[config.mk]
export PLATFORM = sky130hd
export DESIGN_NAME = button_pulse_gen
export DESIGN_NICKNAME = d
export VERILOG_FILES = /design/src/rtl/button_pulse_gen.sv
export SDC_FILE = /design/constraint.sdc
export NUM_CORES = 1
export LEC_CHECK = 0
export ABC_AREA = 0
export CORE_UTILIZATION = 50
export DETAILED_ROUTE_END_ITERATION = 8
export GPL_TIMING_DRIVEN = 1
export PLACE_DENSITY = 0.71
export SYNTH_ARGS = -nofsm -noshare
export SYNTH_HDL_FRONTEND = slang
export SYNTH_SLANG_ARGS = --single-unit
[constraint.sdc]
create_clock -name clk -period 3.1 [get_ports clk]
set_input_delay 0.62 -clock clk [delete_from_list [all_inputs] [get_ports clk]]
set_output_delay 0.62 -clock clk [all_outputs]
set_load 0.005 [all_outputs]
[src/rtl/button_pulse_gen.sv]
// button_pulse_gen: synchronizes and debounces one raw push-button and emits
// single-cycle press / release / long-press / auto-repeat event pulses.
module button_pulse_gen #(
    parameter int DB_CYCLES     = 100_000,
    parameter int LONG_CYCLES   = 100_000_000,
    parameter int REPEAT_CYCLES = 20_000_000,
    parameter bit REPEAT_EN     = 1'b1
) (
    input  logic clk,
    input  logic rst,
    input  logic btn_in,
    output logic btn_level,
    output logic press_1p,
    output logic release_1p,
    output logic long_1p,
    output logic repeat_1p,
    output logic held
);
    localparam int DBW = $clog2(DB_CYCLES) + 1;
    localparam int HW  = $clog2(LONG_CYCLES) + 1;
    localparam int RW  = $clog2(REPEAT_CYCLES) + 1;

    localparam logic [DBW-1:0] DB_LAST   = DBW'(DB_CYCLES - 1);
    localparam logic [HW-1:0]  HOLD_LAST = HW'(LONG_CYCLES - 1);
    localparam logic [RW-1:0]  REP_LAST  = RW'(REPEAT_CYCLES - 1);

    typedef enum logic [1:0] {ST_IDLE, ST_SHORT, ST_LONG} state_t;

    logic           r_s1, r_s2, r_level;
    logic [DBW-1:0] r_db_cnt;
    state_t         r_state, w_state_nxt;
    logic [HW-1:0]  r_hold_cnt, w_hold_nxt;
    logic [RW-1:0]  r_rep_cnt, w_rep_nxt;
    logic           r_press, r_release, r_long, r_repeat, r_held;
    logic           w_press_nxt, w_release_nxt, w_long_nxt, w_repeat_nxt, w_held_nxt;
    logic           w_accept, w_rise, w_fall;

    // A level change is accepted on the edge where the mismatch run reaches DB_CYCLES.
    assign w_accept = (r_s2 != r_level) && (r_db_cnt == DB_LAST);
    assign w_rise   = w_accept && r_s2;
    assign w_fall   = w_accept && !r_s2;

    always_ff @(posedge clk or posedge rst) begin
        if (rst) begin
            r_s1     <= 1'b0;
            r_s2     <= 1'b0;
            r_level  <= 1'b0;
            r_db_cnt <= '0;
        end else begin
            r_s1 <= btn_in;
            r_s2 <= r_s1;
            if (r_s2 == r_level) begin
                r_db_cnt <= '0;
            end else if (r_db_cnt == DB_LAST) begin
                r_level  <= ~r_level;
                r_db_cnt <= '0;
            end else begin
                r_db_cnt <= r_db_cnt + DBW'(1);
            end
        end
    end

    always_ff @(posedge clk or posedge rst) begin
        if (rst) begin
            r_state    <= ST_IDLE;
            r_hold_cnt <= '0;
            r_rep_cnt  <= '0;
            r_press    <= 1'b0;
            r_release  <= 1'b0;
            r_long     <= 1'b0;
            r_repeat   <= 1'b0;
            r_held     <= 1'b0;
        end else begin
            r_state    <= w_state_nxt;
            r_hold_cnt <= w_hold_nxt;
            r_rep_cnt  <= w_rep_nxt;
            r_press    <= w_press_nxt;
            r_release  <= w_release_nxt;
            r_long     <= w_long_nxt;
            r_repeat   <= w_repeat_nxt;
            r_held     <= w_held_nxt;
        end
    end

    // An accepted fall is tested first so it always beats a terminal count.
    always_comb begin
        w_state_nxt   = r_state;
        w_hold_nxt    = r_hold_cnt;
        w_rep_nxt     = r_rep_cnt;
        w_press_nxt   = 1'b0;
        w_release_nxt = 1'b0;
        w_long_nxt    = 1'b0;
        w_repeat_nxt  = 1'b0;
        w_held_nxt    = r_held;
        case (r_state)
            ST_IDLE: begin
                if (w_rise) begin
                    w_state_nxt = ST_SHORT;
                    w_press_nxt = 1'b1;
                    w_hold_nxt  = '0;
                end
            end
            ST_SHORT: begin
                if (w_fall) begin
                    w_state_nxt   = ST_IDLE;
                    w_release_nxt = 1'b1;
                    w_hold_nxt    = '0;
                end else if (r_hold_cnt == HOLD_LAST) begin
                    w_state_nxt = ST_LONG;
                    w_long_nxt  = 1'b1;
                    w_held_nxt  = 1'b1;
                    w_rep_nxt   = '0;
                end else begin
                    w_hold_nxt = r_hold_cnt + HW'(1);
                end
            end
            ST_LONG: begin
                if (w_fall) begin
                    w_state_nxt   = ST_IDLE;
                    w_release_nxt = 1'b1;
                    w_held_nxt    = 1'b0;
                    w_hold_nxt    = '0;
                    w_rep_nxt     = '0;
                end else if (r_rep_cnt == REP_LAST) begin
                    w_repeat_nxt = REPEAT_EN;
                    w_rep_nxt    = '0;
                end else begin
                    w_rep_nxt = r_rep_cnt + RW'(1);
                end
            end
            default: begin
                w_state_nxt = ST_IDLE;
                w_held_nxt  = 1'b0;
            end
        endcase
    end

    assign btn_level  = r_level;
    assign press_1p   = r_press;
    assign release_1p = r_release;
    assign long_1p    = r_long;
    assign repeat_1p  = r_repeat;
    assign held       = r_held;

endmodule

==> impl_metrics.ini <==
[routing]
first_pass_iters = 4
detail_route.drc_violations = 0
detail-route-antenna-nets = 0
dr_total_vias = 4396
drt-total-wl_microns = 11700
wl_per_cell_microns = 16.8
post_drt_via_cell_ratio = 6.33
first_iter_violations = 306

[synthesis]
synth-edff-count = 0
syn_avg_cell_area_sq_um = 9.02
mappedNetlistArea_sq_mm = 0.00498
ys_ff_latch = 82
ys_types = 63
netlist_top_cells_count = 82 x sky130_fd_sc_hd__dfrtp_1, 38 x sky130_fd_sc_hd__nand3_1, 37 x sky130_fd_sc_hd__nor2_1, 32 x sky130_fd_sc_hd__inv_1
ys_top_cells_by_area = sky130_fd_sc_hd__dfrtp_1 41%, sky130_fd_sc_hd__nand3_1 3.8%, sky130_fd_sc_hd__a31oi_1 3.8%
yosysSeqAreaShare = 0.412
async_reset_ff_frac = 1.00
area_share_of_the_largest_cell_type_after_synthesis = 0.412
post-synth-top-area-cell = sky130_fd_sc_hd__dfrtp_1
yosys_warnings = 0
yosysMostFrequentCell = sky130_fd_sc_hd__dfrtp_1
yosys_most_used_dff = sky130_fd_sc_hd__dfrtp_1
synthCells = 552
syn_nets = 561

[setup_path]
timing.critical_path.cells = or4_4 > nor4_4 > o2111ai_4 > a2111o_1 > a21oi_1
crit_path_max_incr_delay_ns = 0.56
worstPathMaxFanout = 31
worst_ep_arrival_time_ns = 2.90
crit-reg2reg-launch = r_hold_cnt[11]$_DFFE_PP0P_
start_kind = register
crit_path_top_delay_cell = sky130_fd_sc_hd__or4_4
timing.critical_path.required_ns = 3.38
setup_slack_of_the_most_critical_reg_to_reg_path_ns = 0.48
reg2reg_depth = 5
worstSetupPathType = reg2reg
r2r_end = r_rep_cnt[17]$_DFFE_PP0P_
worst_setup_path_end_kind = register

[global_route]
grt_max_degree = 48
grt_pass1_vias = 4008
gr-usage-all-layers = 0.237
grt_first_pass_wirelength_microns = 19300
initial_antenna_violation_count = 0
overflow = 0

[min_path]
worst_hold_path.num_cells = 0
timing.hold.worst.start = r_s1$_DFF_PP0_
min_path_type = reg2reg
hold_critical_path_endpoint = r_s2$_DFF_PP0_

[floorplan]
fp.coreArea_sq_mm = 0.00973
top_level_ports = 9
vertical_die_dimension_microns = 102
placementRows = 36
die_boundary_width_microns = 102
design.die.area_sq_mm = 0.0104
start_util = 0.512

[sta]
grt_setup_unrepaired = no
sum_of_negative_setup_slack_ns = 0
timing_worst_slew_pin_value_ns = 0.889
clock.fmax_ghz = 0.382
timing.final.crit_period_ns = 2.62
slew_viol_final = 0
final.setup_skew_ns = 0.0214
post-route-worst-setup-slack_ns = 0.481
maxSlewHeadroom = 0.404
timing.final.crit_share = 0.845
setup_viol = 0
hold_viol = 0
hold_slack_ns = 0.358

[clocking]
cts_resized = 0
worstSkewPairLatency_ns = 0.37
cts-hold-fix-buffers = 0
clkSinkCount = 82
cts_setup_buffers = 0
cts.root.buffer_cell = sky130_fd_sc_hd__clkbuf_8
cts_max_level = 3
tritoncts = built
cts_made_buffers = 9
clockBufferDepth = 2
path_clk_slew_ns = 0.10

[final_layout]
fillerInstances = 907
layout-drive-gt1-share = 0.0713
flow.area_growth_from_synthesis_pct = 8.74
postLayoutCoreUtil = 0.557
multi_input_area_sq_mm = 0.00269
layout.nets = 565
sequential_cell_area_sq_mm = 0.00205
number_of_diodes = 0

[place]
io_buffers = 8
placement.setup.worst_slack_ns = 0.544
place_congestion = 0.904
hpwl_microns = 7950

[pwr]
power.static_leakage_uw = 0.00207
power.ir.vdd_worst_mv = 0.209
powerDensity_mw_per_mm2 = 351

[outcome]
status = finished clean

[run]
max_cap_violations = 0
## state kept, by name, summed over array words and instances, names as in the netlist, 2 cells and up
signal,flops
r_hold_cnt,28
r_rep_cnt,26
r_db_cnt,18
r_state,2
## power breakdown
group          internal [uW]  total (uW)  switching, uW  leakage, uW
clock                    374         783            409    0.0000966
combinational           9.91        39.0           29.1     0.000836
sequential              1070        1080           3.63      0.00114
## stage by stage
step	total power, uW	std cells	cell area, sq um
after floorplan	1120	552	4980
after global placement	1140	678	5220
after detailed placement	1140	678	5220
after CTS	1920	694	5420
after global routing	1970	694	5420
final	1900	694	5420
## final cells by class
class / count / share of cell area
clock inverters: 6 / 0.0120
multi-input cells: 409 / 0.496
inverters: 32 / 0.0224
clock buffers: 10 / 0.0236
flip-flops and latches: 82 / 0.379
well taps: 133 / 0.0307
repair buffers: 22 / 0.0365
## worst max-delay path by stage
| stage | from | endpoint | slack, ns | cells after the start |
|---|---|---|---|---|
| after floorplan | rst | btn_level$_DFFE_PP0N_ | 0.37 | 1 |
| after global placement | r_hold_cnt[11]$_DFFE_PP0P_ | r_rep_cnt[12]$_DFFE_PP0P_ | 0.59 | 5 |
| after detailed placement | r_hold_cnt[11]$_DFFE_PP0P_ | r_rep_cnt[17]$_DFFE_PP0P_ | 0.54 | 5 |
| after CTS | r_hold_cnt[11]$_DFFE_PP0P_ | r_rep_cnt[17]$_DFFE_PP0P_ | 0.50 | 5 |
| after global routing | r_db_cnt[12]$_DFF_PP0_ | r_rep_cnt[3]$_DFFE_PP0P_ | 0.29 | 6 |
| final | r_hold_cnt[11]$_DFFE_PP0P_ | r_rep_cnt[17]$_DFFE_PP0P_ | 0.48 | 5 |
## per-layer routing
layer / global-route usage / vias up / wire, microns
met5: 0 / - / 0
met1: 0.327 / 2172 / 5450
met2: 0.385 / 79 / 5640
met3: 0.0479 / 9 / 470
li1: - / 2136 / -
met4: 0.0582 / 0 / 99
## worst max-delay path, delay by kind of cell (launching register included)
kind	cells	cell delay, ns
and+or+nand+nor	2	0.88
AOI/OAI and AO/OA	3	1.18
DFF	1	0.45
## placed cells by master, fill, tap and decap left out, types with 9 or more instances in the layout
cell and count:
sky130_fd_sc_hd__dfrtp_1 82, sky130_fd_sc_hd__nand3_1 38, sky130_fd_sc_hd__nor2_1 37, sky130_fd_sc_hd__inv_1 31, sky130_fd_sc_hd__nand2_1 30, sky130_fd_sc_hd__a31oi_1 29
sky130_fd_sc_hd__o21ai_0 25, sky130_fd_sc_hd__nor3_1 23, sky130_fd_sc_hd__a21oi_1 20, sky130_fd_sc_hd__nand4_1 19, sky130_fd_sc_hd__and3_1 14, sky130_fd_sc_hd__a41oi_1 13
sky130_fd_sc_hd__buf_4 13, sky130_fd_sc_hd__o21a_1 12, sky130_fd_sc_hd__o22ai_1 10, sky130_fd_sc_hd__xor2_1 10, sky130_fd_sc_hd__clkbuf_8 9
## cells by family after synthesis
logic type                 count (synthesis)  synth area share
DFF                                       82             0.412
xor gates and xnor gates                  16            0.0281
muxes                                      3           0.00628
buffers and inverters                     61            0.0500
AOI/OAI and AO/OA                        167             0.247
and+or+nand+nor                          217             0.241
adders and majority gates                  6            0.0151
Power figures use the tool's default switching activity.
